===== src/rtl/viterbi_pkg.sv =====
// Shared constants and FSM encoding for the Viterbi traceback unit.
package viterbi_pkg;
  localparam int NSTATE     = 4;   // trellis states
  localparam int ST_W       = 2;   // state index width
  localparam int ID_W       = 3;   // symbol id width (ids wrap mod 8)
  localparam int NSYM       = 8;   // survivor memory depth in symbols
  localparam int PM_W_DEF   = 7;
  localparam int TB_LEN_DEF = 7;
  localparam int FILL_MAX   = 8;

  typedef enum logic [1:0] {IDLE, WALK, EMIT} tb_state_e;
endpackage


===== src/rtl/pm_min_track.sv =====
// Per-symbol running minimum path metric and its state; ties go to the lower state.
module pm_min_track import viterbi_pkg::*; #(
  parameter int PM_W = PM_W_DEF
) (
  input  logic            clk,
  input  logic            rst_n,
  input  logic            vld,
  input  logic            first,     // beat opens a fresh symbol
  input  logic [ST_W-1:0] addr,
  input  logic [PM_W-1:0] pm,
  output logic [ST_W-1:0] min_st_nxt // argmin including this beat
);
  logic [ST_W-1:0] run_st;
  logic [PM_W-1:0] run_pm;
  logic [PM_W-1:0] min_pm_nxt;
  logic            take;

  // Beat replaces the running winner if it is first, strictly lower, or ties on a lower state.
  always_comb begin
    take       = first || (pm < run_pm) || ((pm == run_pm) && (addr < run_st));
    min_st_nxt = take ? addr : run_st;
    min_pm_nxt = take ? pm   : run_pm;
  end

  // After a close these registers hold the closed symbol's best; the next beat
  // arrives with first=1 and restarts the search, which is the clear-on-close.
  always_ff @(posedge clk or negedge rst_n) begin
    if (!rst_n) begin
      run_st <= '0;
      run_pm <= '0;
    end else if (vld) begin
      run_st <= min_st_nxt;
      run_pm <= min_pm_nxt;
    end
  end
endmodule


===== config.mk =====
export PLATFORM = sky130hd
export DESIGN_NAME = pm_min_track
export DESIGN_NICKNAME = d
export VERILOG_FILES = /design/src/rtl/viterbi_pkg.sv /design/src/rtl/pm_min_track.sv
export SDC_FILE = /design/constraint.sdc
export NUM_CORES = 1
export LEC_CHECK = 0
export CAP_MARGIN = 10
export CELL_PAD_IN_SITES_DETAIL_PLACEMENT = 0
export CELL_PAD_IN_SITES_GLOBAL_PLACEMENT = 1
export CORE_MARGIN = 2
export CORE_UTILIZATION = 38
export CTS_CLUSTER_SIZE = 24
export DETAILED_ROUTE_END_ITERATION = 6
export GPL_ROUTABILITY_DRIVEN = 0
export HOLD_SLACK_MARGIN = 0.1
export PLACE_DENSITY = 0.89
export SLEW_MARGIN = 10
export SYNTH_ARGS = -nofsm -noshare
export SYNTH_HDL_FRONTEND = slang
export SYNTH_SLANG_ARGS = --single-unit

===== constraint.sdc =====
create_clock -name clk -period 2.3 [get_ports clk]
set_input_delay 0.345 -clock clk [delete_from_list [all_inputs] [get_ports clk]]
set_output_delay 0.345 -clock clk [all_outputs]
set_load 0.01 [all_outputs]

==> flow_results.xml, run 1 <==
<?xml version="1.0" encoding="UTF-8"?>
<metrics>
  <group name="status">
    <metric name="outcome" unit="">complete, no violations</metric>
  </group>
  <group name="cells_and_area">
    <metric name="diodes" unit="">0</metric>
    <metric name="mostFrequentLayoutCell" unit="">buf_4</metric>
    <metric name="final_core_util" unit="%">59.7</metric>
    <metric name="final_cell_mix" unit="">20 x buf_4, 10 x nand2_1, 10 x nand2b_1</metric>
    <metric name="nNetsFinal" unit="">138</metric>
    <metric name="area_growth_syn_to_layout" unit="%">49.6</metric>
    <metric name="final_design_area_no_fill" unit="sq mm">0.00116</metric>
    <metric name="post_route_cells_drive_above_1_share" unit="%">37.1</metric>
  </group>
  <group name="sta">
    <metric name="finalHoldWorstSlack" unit="ns">0.371</metric>
    <metric name="tightestPinTransition" unit="ns">0.572</metric>
    <metric name="final-max-slew-violation-count" unit="">0</metric>
    <metric name="final.setup_skew" unit="ns">0.00130</metric>
    <metric name="timing.final.crit_share" unit="%">99.1</metric>
    <metric name="worst_slack" unit="ns">0.0206</metric>
    <metric name="report.final.setup_viol" unit="">0</metric>
    <metric name="hold_viol" unit="">0</metric>
    <metric name="period_minus_slack" unit="ns">2.28</metric>
    <metric name="timing.slew.headroom" unit="%">61.7</metric>
    <metric name="setup_repair_after_global_routing_missed_its_margin" unit="">true</metric>
    <metric name="clock.fmax" unit="MHz">439</metric>
  </group>
  <group name="placement">
    <metric name="detailed_place.area" unit="sq mm">0.00105</metric>
    <metric name="hpwl" unit="microns">1370</metric>
    <metric name="placement.io_buffers" unit="">14</metric>
    <metric name="dp_slack" unit="ns">-0.476</metric>
  </group>
  <group name="setup_path">
    <metric name="timing.rr.start" unit="">run_pm[0]</metric>
    <metric name="critical_path_arrival" unit="ns">1.93</metric>
    <metric name="worstPathMaxFanout" unit="">4</metric>
    <metric name="cp.required" unit="ns">1.96</metric>
    <metric name="worst_setup_path_startpoint" unit="">pm[3]</metric>
    <metric name="cp-end-kind" unit="">output port</metric>
    <metric name="critPathLaunchType" unit="">input pin</metric>
    <metric name="path_class" unit="">in2out</metric>
  </group>
  <group name="die">
    <metric name="initial_utilization" unit="%">39.9</metric>
    <metric name="fp.dieW" unit="microns">49.1</metric>
    <metric name="chipHeight" unit="microns">49.1</metric>
    <metric name="io_pins" unit="">15</metric>
    <metric name="floorplan.die_area" unit="sq mm">0.00242</metric>
    <metric name="core.rowCount" unit="">16</metric>
    <metric name="core-area" unit="sq mm">0.00194</metric>
  </group>
  <group name="global_route">
    <metric name="number_of_antenna_violations_at_the_first_check_in_global_routing" unit="">0</metric>
    <metric name="grt_max_degree" unit="">19</metric>
    <metric name="grt_pass1_vias" unit="">731</metric>
    <metric name="grt_usage" unit="%">17.1</metric>
    <metric name="wire_length_of_the_first_global_routing_pass" unit="microns">3130</metric>
    <metric name="grt_overflow_total" unit="">0</metric>
  </group>
  <group name="pwr">
    <metric name="switching_share" unit="%">40.1</metric>
    <metric name="total_power" unit="uW">881</metric>
    <metric name="cell_internal_pwr" unit="uW">528</metric>
    <metric name="power.leakage" unit="nW">0.545</metric>
    <metric name="ir_drop" unit="V">0.000482</metric>
    <metric name="pwr-share-seq" unit="%">27.9</metric>
    <metric name="total_switching_power" unit="uW">353</metric>
    <metric name="pwr-share-clk" unit="%">16.1</metric>
    <metric name="combPwrFrac" unit="%">56.0</metric>
    <metric name="power_per_cell_area" unit="mW/mm^2">760</metric>
  </group>
  <group name="logic_synthesis">
    <metric name="yosysSeqAreaShare" unit="%">29.1</metric>
    <metric name="synth_area" unit="sq um">774</metric>
    <metric name="post_synth_num_cell_types" unit="">20</metric>
    <metric name="yosys_warnings" unit="">0</metric>
    <metric name="postSynthRegisterBits" unit="">9</metric>
    <metric name="synthesis.instances" unit="">82</metric>
    <metric name="synthesized_netlist_net_count" unit="">103</metric>
    <metric name="synthesis.area_per_instance" unit="sq um">9.45</metric>
  </group>
  <group name="drt">
    <metric name="drt_wl_total" unit="microns">2020</metric>
    <metric name="detailedRoute.firstIterationViolations" unit="">9</metric>
    <metric name="routed_via_density" unit="">5.29</metric>
    <metric name="final_antenna_net_count" unit="">0</metric>
    <metric name="dr.pass1.iters" unit="">4</metric>
    <metric name="via_count" unit="">757</metric>
    <metric name="detail_route.wl_per_cell" unit="microns">14.1</metric>
    <metric name="route.detailed.drc" unit="">0</metric>
  </group>
  <group name="clocking">
    <metric name="numClockSinks" unit="">9</metric>
    <metric name="clk_latency" unit="ns">0.28</metric>
    <metric name="cts.clk_slew.worst_paths" unit="ns">0.07</metric>
    <metric name="cts.root.buffer_cell" unit="">clkbuf_4</metric>
    <metric name="htree_num_levels" unit="">1</metric>
    <metric name="cts-buffers-inserted" unit="">3</metric>
    <metric name="tritoncts" unit="">built</metric>
    <metric name="postCtsHoldBufs" unit="">0</metric>
    <metric name="cts.path.max_buffers" unit="">2</metric>
  </group>
  <group name="worst_hold_path">
    <metric name="min-delay-path-class" unit="">in2async</metric>
  </group>
  <group name="run">
    <metric name="maxCapViolations" unit="">0</metric>
  </group>
</metrics>
==> per-stage QoR <==
stage	instances	setup TNS, ns
3_3_place_gp	136	-0.841
6_report	143	0
4_1_cts	142	0
2_1_floorplan	82	0
3_5_place_dp	136	-0.947
5_1_grt	143	-0.104
==> layer usage <==
| layer | part of all wire [%] | routed length, microns | vias up | GRT usage [%] |
|---|---|---|---|---|
| met5 | 0 | 0 | - | 0 |
| met4 | 2.8 | 56 | 0 | 5.71 |
| met3 | 3.2 | 64 | 7 | 2.76 |
| met2 | 52 | 1050 | 18 | 32.7 |
| met1 | 42 | 850 | 363 | 18.9 |
| li1 | - | - | 369 | - |
==> area by class of cell <==
type,count,area (sq um)
fillers,168,783
multi-input cells,58,546
repair buffers,34,287
flip-flops and latches,9,225
inverters,11,41.3
well taps,27,33.8
clock buffers,4,26.3
==> registers in the layout (all words and copies together), names as in the netlist <==
signal  flops
run_pm      7
run_st      2
==> cells by family (layout without fill, tap and decap cells) <==
family	after synthesis	after routing	share of synthesized area, %
AND/OR/NAND/NOR	23	23	15.8
adder cells (fa/ha/maj)	8	8	12.9
buffers and inverters	15	49	9.21
flip-flops	9	9	29.1
AO/OA/AOI/OAI	27	27	33.0
==> power by group through the flow <==
stage | clock network (mW) | logic (mW) | registers, mW
after floorplan | 0 | 0.255 | 0.243
after global routing | 0.147 | 0.548 | 0.252
after global placement | 0 | 0.424 | 0.243
after detailed placement | 0 | 0.434 | 0.246
after CTS | 0.134 | 0.458 | 0.243
final | 0.142 | 0.493 | 0.246
==> worst paths after layout <==
| path | endpoint | slack [ns] | cells past startpoint |
|---|---|---|---|
| setup / recovery | min_st_nxt[0] | 0.02 | 8 |
| hold / removal | run_pm[4] | 0.37 | 1 |
| min in group clk | run_pm[1] | 0.39 | 3 |
| max in group asynchronous | run_pm[1] | 1.62 | 1 |
| hold reg to reg | run_pm[0] | 0.55 | 2 |
| setup reg to reg | run_pm[4] | 0.39 | 7 |
==> worst max-delay path: stages <==
cell and delay, ns:
clkdlybuf4s50_1 0.43, ha_1 0.29, nand4_1 0.10, buf_4 0.17, a21oi_4 0.16, o2111ai_1 0.19, o21ai_1 0.11, buf_2 0.14
==> synth_stat cells <==
cell / number / share of area (%)
nand4_1: 1 / 0.81
a21oi_2: 1 / 1.1
o211ai_2: 8 / 13
o211a_4: 1 / 2.3
o21ai_2: 1 / 1.1
a21oi_1: 3 / 1.9
ha_1: 8 / 13
o211ai_1: 1 / 0.97
nand3b_1: 1 / 0.97
nand2_1: 10 / 4.8
clkbuf_1: 2 / 0.97
o21ai_1: 2 / 1.3
nand2b_1: 10 / 8.1
inv_1: 10 / 4.8
o2111ai_1: 9 / 10
dfrtp_1: 9 / 29
buf_6: 2 / 2.9
a211o_1: 1 / 1.1
nand4b_1: 1 / 1.1
clkinv_1: 1 / 0.48
==> repair_timing <==
action | 4_1_cts | 5_1_grt
hold endpoints to repair | 0 | 0
endpoints found under the setup margin | 2 | 2
pin swaps | 6 | 8
resized for setup | 14 | 9
setup buffers | 2 | 1
No activity file was read; power rests on OpenSTA's default activity.
==> run 2, diff against run 1 <==
==> constraint.sdc (replaced) <==
create_clock -name clk -period 2.55 [get_ports clk]
set_input_delay 0.3825 -clock clk [delete_from_list [all_inputs] [get_ports clk]]
set_output_delay 0.3825 -clock clk [all_outputs]
set_load 0.01 [all_outputs]
==> run 2 against run 1 <==
Sequential share of layout area up 1.8 points. Combinational power is 28% lower. Via count decreased by 5.2%. Sequential cell count unchanged. Clock power down 20%. Routed wire length decreased by 12%. Final cell count is 4.9% lower. Non-clock buffer count down 7. First-iteration DRC count is 89% lower.
==> flow_results.xml, run 2 (synthesis gave the netlist of run 1 again) <==
<?xml version="1.0" encoding="UTF-8"?>
<metrics>
  <group name="pwr">
    <metric name="total_power" unit="uW">694</metric>
    <metric name="pwr-share-seq" unit="%">32.8</metric>
    <metric name="pwr-share-clk" unit="%">16.4</metric>
    <metric name="switching_share" unit="%">39.6</metric>
    <metric name="combPwrFrac" unit="%">50.8</metric>
    <metric name="total_switching_power" unit="uW">275</metric>
    <metric name="power_per_cell_area" unit="mW/mm^2">654</metric>
    <metric name="ir_drop" unit="V">0.000487</metric>
    <metric name="power.leakage" unit="nW">0.478</metric>
    <metric name="cell_internal_pwr" unit="uW">419</metric>
  </group>
  <group name="setup_path">
    <metric name="cp.required" unit="ns">2.17</metric>
    <metric name="path_class" unit="">in2out</metric>
    <metric name="critPathLaunchType" unit="">input pin</metric>
    <metric name="critical_path_arrival" unit="ns">2.07</metric>
    <metric name="worstPathMaxFanout" unit="">3</metric>
    <metric name="cp-end-kind" unit="">output port</metric>
  </group>
  <group name="worst_hold_path">
    <metric name="min-delay-path-class" unit="">in2async</metric>
  </group>
  <group name="global_route">
    <metric name="use_met3" unit="%">3.99</metric>
    <metric name="grt_usage" unit="%">16.0</metric>
    <metric name="busiest_layer" unit="">met2</metric>
    <metric name="grt_pass1_vias" unit="">747</metric>
    <metric name="grt_max_degree" unit="">19</metric>
    <metric name="number_of_antenna_violations_at_the_first_check_in_global_routing" unit="">0</metric>
    <metric name="use_met2" unit="%">28.8</metric>
    <metric name="grt_overflow_total" unit="">0</metric>
    <metric name="wire_length_of_the_first_global_routing_pass" unit="microns">3080</metric>
    <metric name="gr-usage-met1" unit="%">18.9</metric>
  </group>
  <group name="sta">
    <metric name="timing.slew.headroom" unit="%">63.7</metric>
    <metric name="timing.final.crit_share" unit="%">96.2</metric>
    <metric name="final-max-slew-violation-count" unit="">0</metric>
    <metric name="setup_repair_after_global_routing_missed_its_margin" unit="">false</metric>
    <metric name="hold_viol" unit="">0</metric>
    <metric name="tightestPinTransition" unit="ns">0.543</metric>
    <metric name="final.setup.tns" unit="ns">0</metric>
    <metric name="clock.fmax" unit="MHz">408</metric>
    <metric name="report.final.setup_viol" unit="">0</metric>
    <metric name="period_minus_slack" unit="ns">2.45</metric>
    <metric name="final.setup_skew" unit="ns">0.0104</metric>
  </group>
  <group name="run">
    <metric name="maxCapViolations" unit="">0</metric>
  </group>
  <group name="die">
    <metric name="initial_utilization" unit="%">39.9</metric>
    <metric name="chipHeight" unit="microns">49.1</metric>
    <metric name="core-area" unit="sq mm">0.00194</metric>
    <metric name="core.rowCount" unit="">16</metric>
    <metric name="io_pins" unit="">15</metric>
    <metric name="floorplan.die_area" unit="sq mm">0.00242</metric>
    <metric name="fp.dieW" unit="microns">49.1</metric>
  </group>
  <group name="placement">
    <metric name="hpwl" unit="microns">1270</metric>
    <metric name="placement.io_buffers" unit="">14</metric>
    <metric name="numPlacedInstances" unit="">129</metric>
    <metric name="detailed_place.area" unit="sq um">993</metric>
  </group>
  <group name="clocking">
    <metric name="numClockSinks" unit="">9</metric>
    <metric name="postCtsHoldBufs" unit="">0</metric>
    <metric name="htree_num_levels" unit="">1</metric>
    <metric name="cts.root.buffer_cell" unit="">clkbuf_4</metric>
    <metric name="cts.clk_slew.worst_paths" unit="ns">0.07</metric>
    <metric name="tritoncts" unit="">built</metric>
    <metric name="cts.path.max_buffers" unit="">2</metric>
    <metric name="cts-buffers-inserted" unit="">3</metric>
    <metric name="clk_latency" unit="ns">0.27</metric>
  </group>
  <group name="cells_and_area">
    <metric name="final_core_util" unit="%">54.6</metric>
    <metric name="mostFrequentLayoutCell" unit="">buf_4</metric>
    <metric name="largest_register" unit="">run_pm</metric>
    <metric name="largest_register_ff_count" unit="">7</metric>
    <metric name="regs_by_ff_count" unit="">run_pm (7), run_st (2)</metric>
    <metric name="fin_cells" unit="">136</metric>
    <metric name="nNetsFinal" unit="">131</metric>
    <metric name="final_cell_mix" unit="">13 x buf_4, 11 x clkdlybuf4s50_1, 10 x inv_1, 10 x nand2_1, 10 x nand2b_1</metric>
    <metric name="diodes" unit="">0</metric>
    <metric name="area_growth_syn_to_layout" unit="%">37.0</metric>
    <metric name="final_design_area_no_fill" unit="sq mm">0.00106</metric>
    <metric name="post_route_cells_drive_above_1_share" unit="%">28.4</metric>
  </group>
  <group name="status">
    <metric name="outcome" unit="">complete, no violations</metric>
  </group>
  <group name="drt">
    <metric name="detailedRoute.firstIterationViolations" unit="">1</metric>
    <metric name="final_antenna_net_count" unit="">0</metric>
    <metric name="detail_route.wl_per_cell" unit="microns">13.1</metric>
    <metric name="via_count" unit="">718</metric>
    <metric name="drt_wl_total" unit="microns">1780</metric>
    <metric name="routed_via_density" unit="">5.28</metric>
    <metric name="route.detailed.drc" unit="">0</metric>
    <metric name="dr.pass1.iters" unit="">2</metric>
  </group>
</metrics>
## run 2: cell count changes in the layout (fill, tap and decap cells not counted), sizes merged
cell           change
clkdlybuf4s50      +6
clkbuf             +1
dlygate4sd2        -3
buf                -8
dlymetal6s2s       -3
## run 2: worst paths after layout
kind,start,to,slack [ns],cells after the start
min in group clk,pm[0],run_pm[0],0.43,3
setup reg to reg,run_pm[5],run_pm[4],0.56,9
setup / recovery,pm[4],min_st_nxt[0],0.1,8
max in group asynchronous,rst_n,run_st[1],1.81,1
hold / removal,rst_n,run_pm[2],0.42,1
hold reg to reg,run_pm[3],run_pm[3],0.53,2
## run 2: critical path, stage by stage
cell and delay (ns):
clkdlybuf4s50_1 0.43, ha_1 0.31, nand4_1 0.15, a211o_1 0.32, buf_4 0.16, o2111ai_2 0.08, o21ai_1 0.09, buf_2 0.14
## run 2: layout make-up
class	instances	area, sq um
clock buffer	4	26.3
fill	182	881
sequential	9	225
inverter	11	41.3
timing repair buffer	27	230
multi-input combinational	58	504
tap	27	33.8
## run 2: stage by stage
step | setup WS [ns] | hold slack (ns)
global route | 0.000580 | 0.451
global placement | -0.254 | 0.505
finish | 0.0974 | 0.423
CTS | 0.00398 | 0.441
floorplan | 0.516 | 0.0869
detailed placement | -0.264 | 0.516
## run 2: repair_timing
action / 4_1_cts / 5_1_grt
endpoints found under the setup margin: 2 / 2
setup buffers: 3 / 0
gates cloned: 0 / 0
resized for setup: 6 / 5
pin swaps: 4 / 1
## run 2: layer usage
layer / routed length (microns) / part of all wire (%)
met4: 11 / 0.62
met2: 973 / 55
met1: 740 / 42
met3: 53 / 3.0
met5: 0 / 0
## run 2: power groups by stage
stage | clock network (mW) | registers, mW | logic (mW)
final | 0.114 | 0.228 | 0.353
after global routing | 0.125 | 0.237 | 0.396
after CTS | 0.115 | 0.227 | 0.347
after detailed placement | 0 | 0.231 | 0.339
after global placement | 0 | 0.228 | 0.331
after floorplan | 0 | 0.219 | 0.230
